**src/rtl/memory_access_if.sv**
```systemverilog
// Data-memory handshake bundle for the memory stage.
// master: the pipeline side issuing req/we/addr/wdata/be.
// slave : the memory side returning gnt/rvalid/rdata.
interface memory_access_if #(
  parameter int AWIDTH = 32,
  parameter int DWIDTH = 32
);
  logic              req;
  logic              we;
  logic [AWIDTH-1:0] addr;
  logic [DWIDTH-1:0] wdata;
  logic [3:0]        be;
  logic              gnt;
  logic              rvalid;
  logic [DWIDTH-1:0] rdata;

  modport master (
    output req, we, addr, wdata, be,
    input  gnt, rvalid, rdata
  );

  modport slave (
    input  req, we, addr, wdata, be,
    output gnt, rvalid, rdata
  );
endinterface

```
**src/rtl/memory_access.sv**
```systemverilog
// Memory stage of the 5-stage pipeline (execute -> memory -> writeback).
// Issues loads/stores over a req/gnt/rvalid handshake, lane-aligns store data,
// extends load data and registers all results for writeback.
// Optional feature macro: MEM_MISALIGN_TRAP_EN (misaligned H/W accesses skip
// the bus and report misaligned_o instead of being force-aligned).
//
// state | meaning
// IDLE  | ready to accept; non-memory ops complete from here in one cycle
// REQ   | dmem request held until gnt
// WAIT  | load granted, waiting for rvalid
// DONE  | results valid for writeback (single cycle)
module memory_access #(
  parameter int DWIDTH = 32,
  parameter int AWIDTH = 32
) (
  input  logic              clk,
  input  logic              rst_n,
  input  logic              valid_i,
  input  logic [AWIDTH-1:0] pc_i,
  input  logic [DWIDTH-1:0] alu_res_i,
  input  logic [DWIDTH-1:0] rs2_data_i,
  input  logic              memren_i,
  input  logic              memwen_i,
  input  logic [2:0]        funct3_i,
  input  logic [1:0]        wbsel_i,
  input  logic [4:0]        rd_i,
  input  logic              regwen_i,
  output logic              stall_o,
  memory_access_if.master   dmem,
  output logic              valid_o,
  output logic [AWIDTH-1:0] pc_o,
  output logic [DWIDTH-1:0] alu_res_o,
  output logic [DWIDTH-1:0] memory_data_o,
  output logic [1:0]        wbsel_o,
  output logic [4:0]        rd_o,
  output logic              regwen_o
`ifdef MEM_MISALIGN_TRAP_EN
  ,
  output logic              misaligned_o
`endif
);

  typedef enum logic [1:0] {IDLE, REQ, WAIT, DONE} state_t;

  state_t state_q, state_d;

  logic [AWIDTH-1:0] pc_q;
  logic [DWIDTH-1:0] alu_q;
  logic [DWIDTH-1:0] rs2_q;
  logic              memren_q;
  logic              memwen_q;
  logic [2:0]        f3_q;
  logic [1:0]        wbsel_q;
  logic [4:0]        rd_q;
  logic              regwen_q;

  logic        accept;
  logic        mem_in;
  logic        mis_in;
  logic        size_b_q;
  logic        size_h_q;
  logic [1:0]  eff_a;
  logic [3:0]  be_lane;
  logic [DWIDTH-1:0] wdata_lane;
  logic [7:0]  byte_sel;
  logic [15:0] half_sel;
  logic [DWIDTH-1:0] ld_ext;
  logic        from_in;
  logic        ld_out;

  assign accept = valid_i && !stall_o;
  assign mem_in = memren_i || memwen_i;

  // funct3[1:0]: 00 byte, 01 half, anything with bit1 set is treated as word.
`ifdef MEM_MISALIGN_TRAP_EN
  assign mis_in = mem_in &&
                  (((funct3_i[1:0] == 2'b01) && alu_res_i[0]) ||
                   (funct3_i[1] && (alu_res_i[1:0] != 2'b00)));
`else
  assign mis_in = 1'b0;
`endif

  assign size_b_q = (f3_q[1:0] == 2'b00);
  assign size_h_q = (f3_q[1:0] == 2'b01);
  // Natural alignment of the low address bits; misaligned ops never reach
  // the bus in the trap build, so the same forcing is safe in both builds.
  assign eff_a = size_b_q ? alu_q[1:0] :
                 size_h_q ? {alu_q[1], 1'b0} : 2'b00;

  // Capture the instruction fields on accept.
  always_ff @(posedge clk) begin
    if (!rst_n) begin
      pc_q     <= '0;
      alu_q    <= '0;
      rs2_q    <= '0;
      memren_q <= 1'b0;
      memwen_q <= 1'b0;
      f3_q     <= '0;
      wbsel_q  <= '0;
      rd_q     <= '0;
      regwen_q <= 1'b0;
    end else if (accept) begin
      pc_q     <= pc_i;
      alu_q    <= alu_res_i;
      rs2_q    <= rs2_data_i;
      memren_q <= memren_i;
      memwen_q <= memwen_i;
      f3_q     <= funct3_i;
      wbsel_q  <= wbsel_i;
      rd_q     <= rd_i;
      regwen_q <= regwen_i;
    end
  end

  // Store byte enables and lane-replicated write data.
  always_comb begin
    be_lane    = 4'b1111;
    wdata_lane = rs2_q;
    if (size_b_q) begin
      be_lane    = 4'b0001 << eff_a;
      wdata_lane = {4{rs2_q[7:0]}};
    end else if (size_h_q) begin
      be_lane    = eff_a[1] ? 4'b1100 : 4'b0011;
      wdata_lane = {2{rs2_q[15:0]}};
    end
  end

  // Select the addressed lane of the read word and extend it.
  always_comb begin
    case (eff_a)
      2'd0:    byte_sel = dmem.rdata[7:0];
      2'd1:    byte_sel = dmem.rdata[15:8];
      2'd2:    byte_sel = dmem.rdata[23:16];
      default: byte_sel = dmem.rdata[31:24];
    endcase
    half_sel = eff_a[1] ? dmem.rdata[31:16] : dmem.rdata[15:0];
    ld_ext   = dmem.rdata;
    if (size_b_q)
      ld_ext = f3_q[2] ? {24'd0, byte_sel} : {{24{byte_sel[7]}}, byte_sel};
    else if (size_h_q)
      ld_ext = f3_q[2] ? {16'd0, half_sel} : {{16{half_sel[15]}}, half_sel};
  end

  // FSM state register.
  always_ff @(posedge clk) begin
    if (!rst_n) state_q <= IDLE;
    else        state_q <= state_d;
  end

  // FSM next-state logic.
  always_comb begin
    state_d = state_q;
    case (state_q)
      IDLE: begin
        if (accept && mem_in) state_d = mis_in ? DONE : REQ;
      end
      REQ: begin
        if (dmem.gnt) begin
          if (memwen_q || dmem.rvalid) state_d = DONE;
          else                         state_d = WAIT;
        end
      end
      WAIT: begin
        if (dmem.rvalid) state_d = DONE;
      end
      default: state_d = IDLE;
    endcase
  end

  // FSM outputs: stall and the bus request, which is only driven in REQ.
  always_comb begin
    stall_o    = (state_q != IDLE);
    dmem.req   = 1'b0;
    dmem.we    = 1'b0;
    dmem.addr  = '0;
    dmem.wdata = '0;
    dmem.be    = 4'b0000;
    if (state_q == REQ) begin
      dmem.req   = 1'b1;
      dmem.we    = memwen_q;
      dmem.addr  = {alu_q[AWIDTH-1:2], 2'b00};
      dmem.wdata = wdata_lane;
      dmem.be    = be_lane;
    end
  end

  // Writeback results load either straight from the inputs (non-memory op
  // or trapped access out of IDLE) or from the captured fields when the
  // access completes.
  assign from_in = (state_q == IDLE);
  assign ld_out  = (from_in && accept && (!mem_in || mis_in)) ||
                   ((state_q == REQ) && dmem.gnt && (memwen_q || dmem.rvalid)) ||
                   ((state_q == WAIT) && dmem.rvalid);

  // Writeback output registers; they hold whenever valid_o is low.
  always_ff @(posedge clk) begin
    if (!rst_n) begin
      valid_o       <= 1'b0;
      pc_o          <= '0;
      alu_res_o     <= '0;
      memory_data_o <= '0;
      wbsel_o       <= '0;
      rd_o          <= '0;
      regwen_o      <= 1'b0;
`ifdef MEM_MISALIGN_TRAP_EN
      misaligned_o  <= 1'b0;
`endif
    end else begin
      valid_o <= ld_out;
      if (ld_out) begin
        if (from_in) begin
          pc_o          <= pc_i;
          alu_res_o     <= alu_res_i;
          memory_data_o <= '0;
          wbsel_o       <= wbsel_i;
          rd_o          <= rd_i;
          regwen_o      <= regwen_i && !mis_in;
`ifdef MEM_MISALIGN_TRAP_EN
          misaligned_o  <= mis_in;
`endif
        end else begin
          pc_o          <= pc_q;
          alu_res_o     <= alu_q;
          memory_data_o <= memren_q ? ld_ext : '0;
          wbsel_o       <= wbsel_q;
          rd_o          <= rd_q;
          regwen_o      <= regwen_q;
`ifdef MEM_MISALIGN_TRAP_EN
          misaligned_o  <= 1'b0;
`endif
        end
      end
    end
  end

endmodule
```
**src/flat_wrapper.sv**
```systemverilog
// flat-port wrapper written by rule: the top's interface ports become plain ports
module memory_access_flat 
#(
  parameter int DWIDTH = 32,
  parameter int AWIDTH = 32
)
  (clk, rst_n, valid_i, pc_i, alu_res_i, rs2_data_i, memren_i, memwen_i, funct3_i, wbsel_i, rd_i, regwen_i, stall_o, valid_o, pc_o, alu_res_o, memory_data_o, wbsel_o, rd_o, regwen_o, dmem_req, dmem_we, dmem_addr, dmem_wdata, dmem_be, dmem_gnt, dmem_rvalid, dmem_rdata);
  memory_access_if #(.AWIDTH(AWIDTH), .DWIDTH(DWIDTH)) dmem_i ();
  input  logic clk;
  input  logic rst_n;
  input  logic valid_i;
  input  logic [AWIDTH-1:0] pc_i;
  input  logic [DWIDTH-1:0] alu_res_i;
  input  logic [DWIDTH-1:0] rs2_data_i;
  input  logic memren_i;
  input  logic memwen_i;
  input  logic [2:0] funct3_i;
  input  logic [1:0] wbsel_i;
  input  logic [4:0] rd_i;
  input  logic regwen_i;
  output logic stall_o;
  output logic valid_o;
  output logic [AWIDTH-1:0] pc_o;
  output logic [DWIDTH-1:0] alu_res_o;
  output logic [DWIDTH-1:0] memory_data_o;
  output logic [1:0] wbsel_o;
  output logic [4:0] rd_o;
  output logic regwen_o;
  output wire logic [$bits(dmem_i.req)-1:0] dmem_req;
  output wire logic [$bits(dmem_i.we)-1:0] dmem_we;
  output wire logic [$bits(dmem_i.addr)-1:0] dmem_addr;
  output wire logic [$bits(dmem_i.wdata)-1:0] dmem_wdata;
  output wire logic [$bits(dmem_i.be)-1:0] dmem_be;
  input wire logic [$bits(dmem_i.gnt)-1:0] dmem_gnt;
  input wire logic [$bits(dmem_i.rvalid)-1:0] dmem_rvalid;
  input wire logic [$bits(dmem_i.rdata)-1:0] dmem_rdata;
  assign dmem_req = dmem_i.req;
  assign dmem_we = dmem_i.we;
  assign dmem_addr = dmem_i.addr;
  assign dmem_wdata = dmem_i.wdata;
  assign dmem_be = dmem_i.be;
  assign dmem_i.gnt = dmem_gnt;
  assign dmem_i.rvalid = dmem_rvalid;
  assign dmem_i.rdata = dmem_rdata;
  memory_access #(.DWIDTH(DWIDTH), .AWIDTH(AWIDTH)) u_core (.clk(clk), .rst_n(rst_n), .valid_i(valid_i), .pc_i(pc_i), .alu_res_i(alu_res_i), .rs2_data_i(rs2_data_i), .memren_i(memren_i), .memwen_i(memwen_i), .funct3_i(funct3_i), .wbsel_i(wbsel_i), .rd_i(rd_i), .regwen_i(regwen_i), .stall_o(stall_o), .dmem(dmem_i), .valid_o(valid_o), .pc_o(pc_o), .alu_res_o(alu_res_o), .memory_data_o(memory_data_o), .wbsel_o(wbsel_o), .rd_o(rd_o), .regwen_o(regwen_o));
endmodule
```
**config.mk**
```make
export PLATFORM = sky130hd
export DESIGN_NAME = memory_access_flat
export DESIGN_NICKNAME = d
export VERILOG_FILES = /design/src/rtl/memory_access_if.sv /design/src/rtl/memory_access.sv /design/src/flat_wrapper.sv
export SDC_FILE = /design/constraint.sdc
export NUM_CORES = 1
export LEC_CHECK = 0
export ABC_AREA = 0
export CORE_MARGIN = 3
export CORE_UTILIZATION = 60
export DETAILED_ROUTE_END_ITERATION = 10
export DONT_BUFFER_PORTS = 1
export PLACE_DENSITY_LB_ADDON = 0.08
export SYNTH_ARGS = -nofsm -noshare
export SYNTH_HDL_FRONTEND = slang
export SYNTH_SLANG_ARGS = --single-unit
```
**constraint.sdc**
```tcl
create_clock -name clk -period 4.4 [get_ports clk]
set_clock_uncertainty 0.2 [all_clocks]
set_input_delay 0.44 -clock clk [delete_from_list [all_inputs] [get_ports clk]]
set_output_delay 0.44 -clock clk [all_outputs]
set_load 0.1 [all_outputs]
```
==> results by group <==
Synth
  – Number of flops mapped to enable cells by yosys: 0
  – Multiplexer share of the synthesized area: 11.5%
  – Dominant combinational cell family by area after synthesis: simple AND/OR/NAND/NOR gates
  – Synth warn: 0
  – Instance count of the mapped netlist: 1156
  – Seq/Total Area, Yosys: 44.3%
  – Distinct cell type count of the synthesized netlist: 48
  – Most used DFF post-synth: dfxtp_1
  – Proportion of register bits with asynchronous set or reset after synthesis: 0%
  – Seq cells post-synth: 216
  – Xor and xnor fraction of the mapped netlist area: 0%
  – Summed instance area of the synthesized netlist: 9750 um2
  – Basic-gate share of the synthesized area counting and, or, nand and nor cells: 19.4%
  – Adder-cell area share of the yosys netlist: 0.513%
  – Average size of a mapped cell: 8.44 um2
  – Area fraction in compound gates after synthesis: 19.1%

Route
  – Total wire length after detailed routing: 28600 um
  – DRC: 0
  – Number of violations reported at the end of detailed-routing iteration 0: 600
  – Via density: 5.89
  – Antenna-violating nets left: 0
  – Number of iterations in the first detailed-routing pass: 6
  – Count of vias placed by the detailed router: 8548
  – Routed wirelength normalized by instance count: 19.7 um

Power
  – Power density cells: 829 nW/um2
  – Reported leakage power: 4.61 nW
  – Largest vdd supply drop: 0.521 mV

Clocking
  – CTS buffer count: 23
  – CTS root buffer: clkbuf_16
  – Clock tree from TritonCTS: done
  – Level count of the clock H-tree: 1
  – Clk pin slew, worst setup/hold paths: 0.06 ns
  – CTS-repair resized insts: 0
  – Clock sink count: 216
  – Deepest clock path buffer count: 3
  – Insertion delay to the later sink of the worst-skew pair: 0.52 ns

Finish
  – Nets@finish: 1375
  – Leading cell types in the layout, fill and taps excluded: nand2_1 (248), dfxtp_1 (215), a21oi_1 (128)
  – Antenna diode count: 0
  – Most common library cell in the layout ignoring fill and taps: nand2_1
  – Final standard cell area without fillers: 11900 um2
  – Number of standard cells in the final layout excluding fillers: 1451
  – Share of cells above drive strength 1: 7.58%
  – Syn-to-layout area delta: 22.5%
  – Final standard cell utilization of the core: 76.9%

Worst hold path
  – Start point of the worst min-delay path: dmem_rdata[17]
  – Hold Path Class: primary input to register

Setup path
  – Beginning of the critical path: u_core.f3_q[1]
  – CP Data Required Time: 3.76 ns
  – Category of the most critical setup path: register to output pin
  – Critical R2R Launch: u_core.state_q[1]
  – Startpoint type of the worst setup path: register
  – Nature of the critical path endpoint: output pin
  – Critical path peak fanout: 48
  – Worst endpoint data arrival time: 2.86 ns

Placement
  – IO buf count: 0
  – Dpl cells: 1286
  – Pre-CTS WS: 1.10 ns
  – DP Wirelength: 17700 um
  – Placer's final routability congestion estimate: 0.853
  – Cell Area, Placed: 9810 um2

Global route
  – Overall global routing resource usage: 30.5%
  – Pin count of the biggest net entering global routing: 141
  – Wire length of the first global-routing pass: 44800 um
  – Antenna violations before repair: 0
  – Global route total overflow: 0
  – Vias in the first global route: 8344

STA
  – Max-slew violation count: 0
  – Setup TNS after final layout: 0 ns
  – Relative slew slack: 26.2%
  – Setup violation total in the final timing report: 0
  – Final worst-path cycle share: 79.5%
  – Unrepaired setup endpoints after global routing: no
  – Maximum clock frequency: 0.286 GHz
  – Final Hold Viols: 0
  – Slew at the pin with the worst max-slew slack: 1.11 ns
  – Crit path time final: 3.50 ns
  – Worst Setup Slack, final: 0.903 ns

Die
  – Die W: 133 um
  – Number of core rows: 45
  – IO Pins: 322
  – Vert. Die Dim: 133 um
  – Die area: 17800 um2
  – Area inside the core boundary: 15500 um2
  – Initial core utilization: 62.8%

Flow run
  – Max Cap Viol: 0

Status
  – Run status: complete, no violations
==> critical path, stage by stage (launching register included) <==
cell and delay, ns:
dfxtp_2 1.06, buf_4 0.41, o21a_1 0.86
==> cell families (layout without fill, tap and decap cells) <==
group	count (synthesis)	count (layout)
buffers and inverters	109	192
AOI/OAI and AO/OA	290	290
muxes	111	111
other	1	2
DFF	216	216
adders and majority gates	4	4
and+or+nand+nor	425	425
==> stage by stage <==
step / hold slack, ns / power, mW
finish: 0.0201 / 9.90
CTS: 0.00312 / 9.89
global route: 0.00849 / 10.3
detailed placement: 0.246 / 7.56
floorplan: 0.236 / 6.99
global placement: 0.240 / 7.51
==> Yosys cell counts, drive strengths merged (2+ instances only) <==
cell / number / area [um2]
a21boi: 8 / 60.1
nor2: 81 / 314
nor2b: 24 / 150
dfxtp: 216 / 4320
mux2i: 110 / 1100
a31oi: 2 / 27.5
nand2: 249 / 935
and2: 48 / 300
o21ai: 23 / 119
a22o: 10 / 87.6
ha: 4 / 50.1
a211oi: 77 / 578
or3b: 5 / 43.8
o2bb2ai: 15 / 138
o21a: 3 / 22.5
inv: 8 / 30.0
o22ai: 10 / 62.6
a32o: 7 / 70.1
nand2b: 6 / 37.5
nand3: 4 / 37.5
buf: 55 / 290
o31ai: 4 / 30.0
clkbuf: 46 / 173
a21oi: 128 / 641
==> registers in the layout, summed over array words and instances, names as in the netlist, 2 cells and up <==
| signal | count |
|---|---|
| u_core.rd_q | 5 |
| u_core.memory_data_o | 32 |
| u_core.wbsel_o | 2 |
| u_core.alu_q | 32 |
| u_core.alu_res_o | 32 |
| u_core.rs2_q | 32 |
| u_core.pc_o | 32 |
| u_core.wbsel_q | 2 |
| u_core.f3_q | 3 |
| u_core.pc_q | 32 |
| u_core.rd_o | 5 |
| u_core.state_q | 2 |
==> timing repair <==
action | 4_1_cts | 5_1_grt
hold buffers | 125 | 0
endpoints found under the hold margin | 191 | 0
buffers inserted | 0 | 0
==> worst paths after layout <==
path              slack, ns  cells past startpoint                       to
setup / recovery       0.90                      2               dmem_be[0]
hold / removal         0.02                      3  u_core.memory_data_o[1]
setup reg to reg       1.09                      7          u_core.pc_o[18]
hold reg to reg        0.25                      2          u_core.pc_q[23]
==> where the power goes <==
group	switching [mW]	internal (mW)	total (mW)
Clock	0.799	1.41	2.21
Combinational	2.20	1.03	3.23
Sequential	2.07	2.39	4.46
Total	5.07	4.83	9.90
==> metal layers <==
| layer | share of wire, % | vias up | track usage (%) |
|---|---|---|---|
| met5 | 0 | - | 0 |
| met4 | 4.3 | 0 | 11.4 |
| met3 | 9.4 | 84 | 9.71 |
| met2 | 48 | 380 | 51.5 |
| met1 | 38 | 3966 | 36.4 |
| li1 | - | 4118 | - |
==> layout make-up <==
| type | count | area [um2] |
|---|---|---|
| repair buffers | 144 | 1410 |
| clock buffers | 30 | 662 |
| inverters | 8 | 35.0 |
| multi-input cells | 832 | 5030 |
| flip-flops and latches | 216 | 4330 |
| clock inverters | 10 | 218 |
| well taps | 211 | 264 |
| fillers | 1103 | 3590 |
Note: power is estimated with default switching activity, not from simulation.
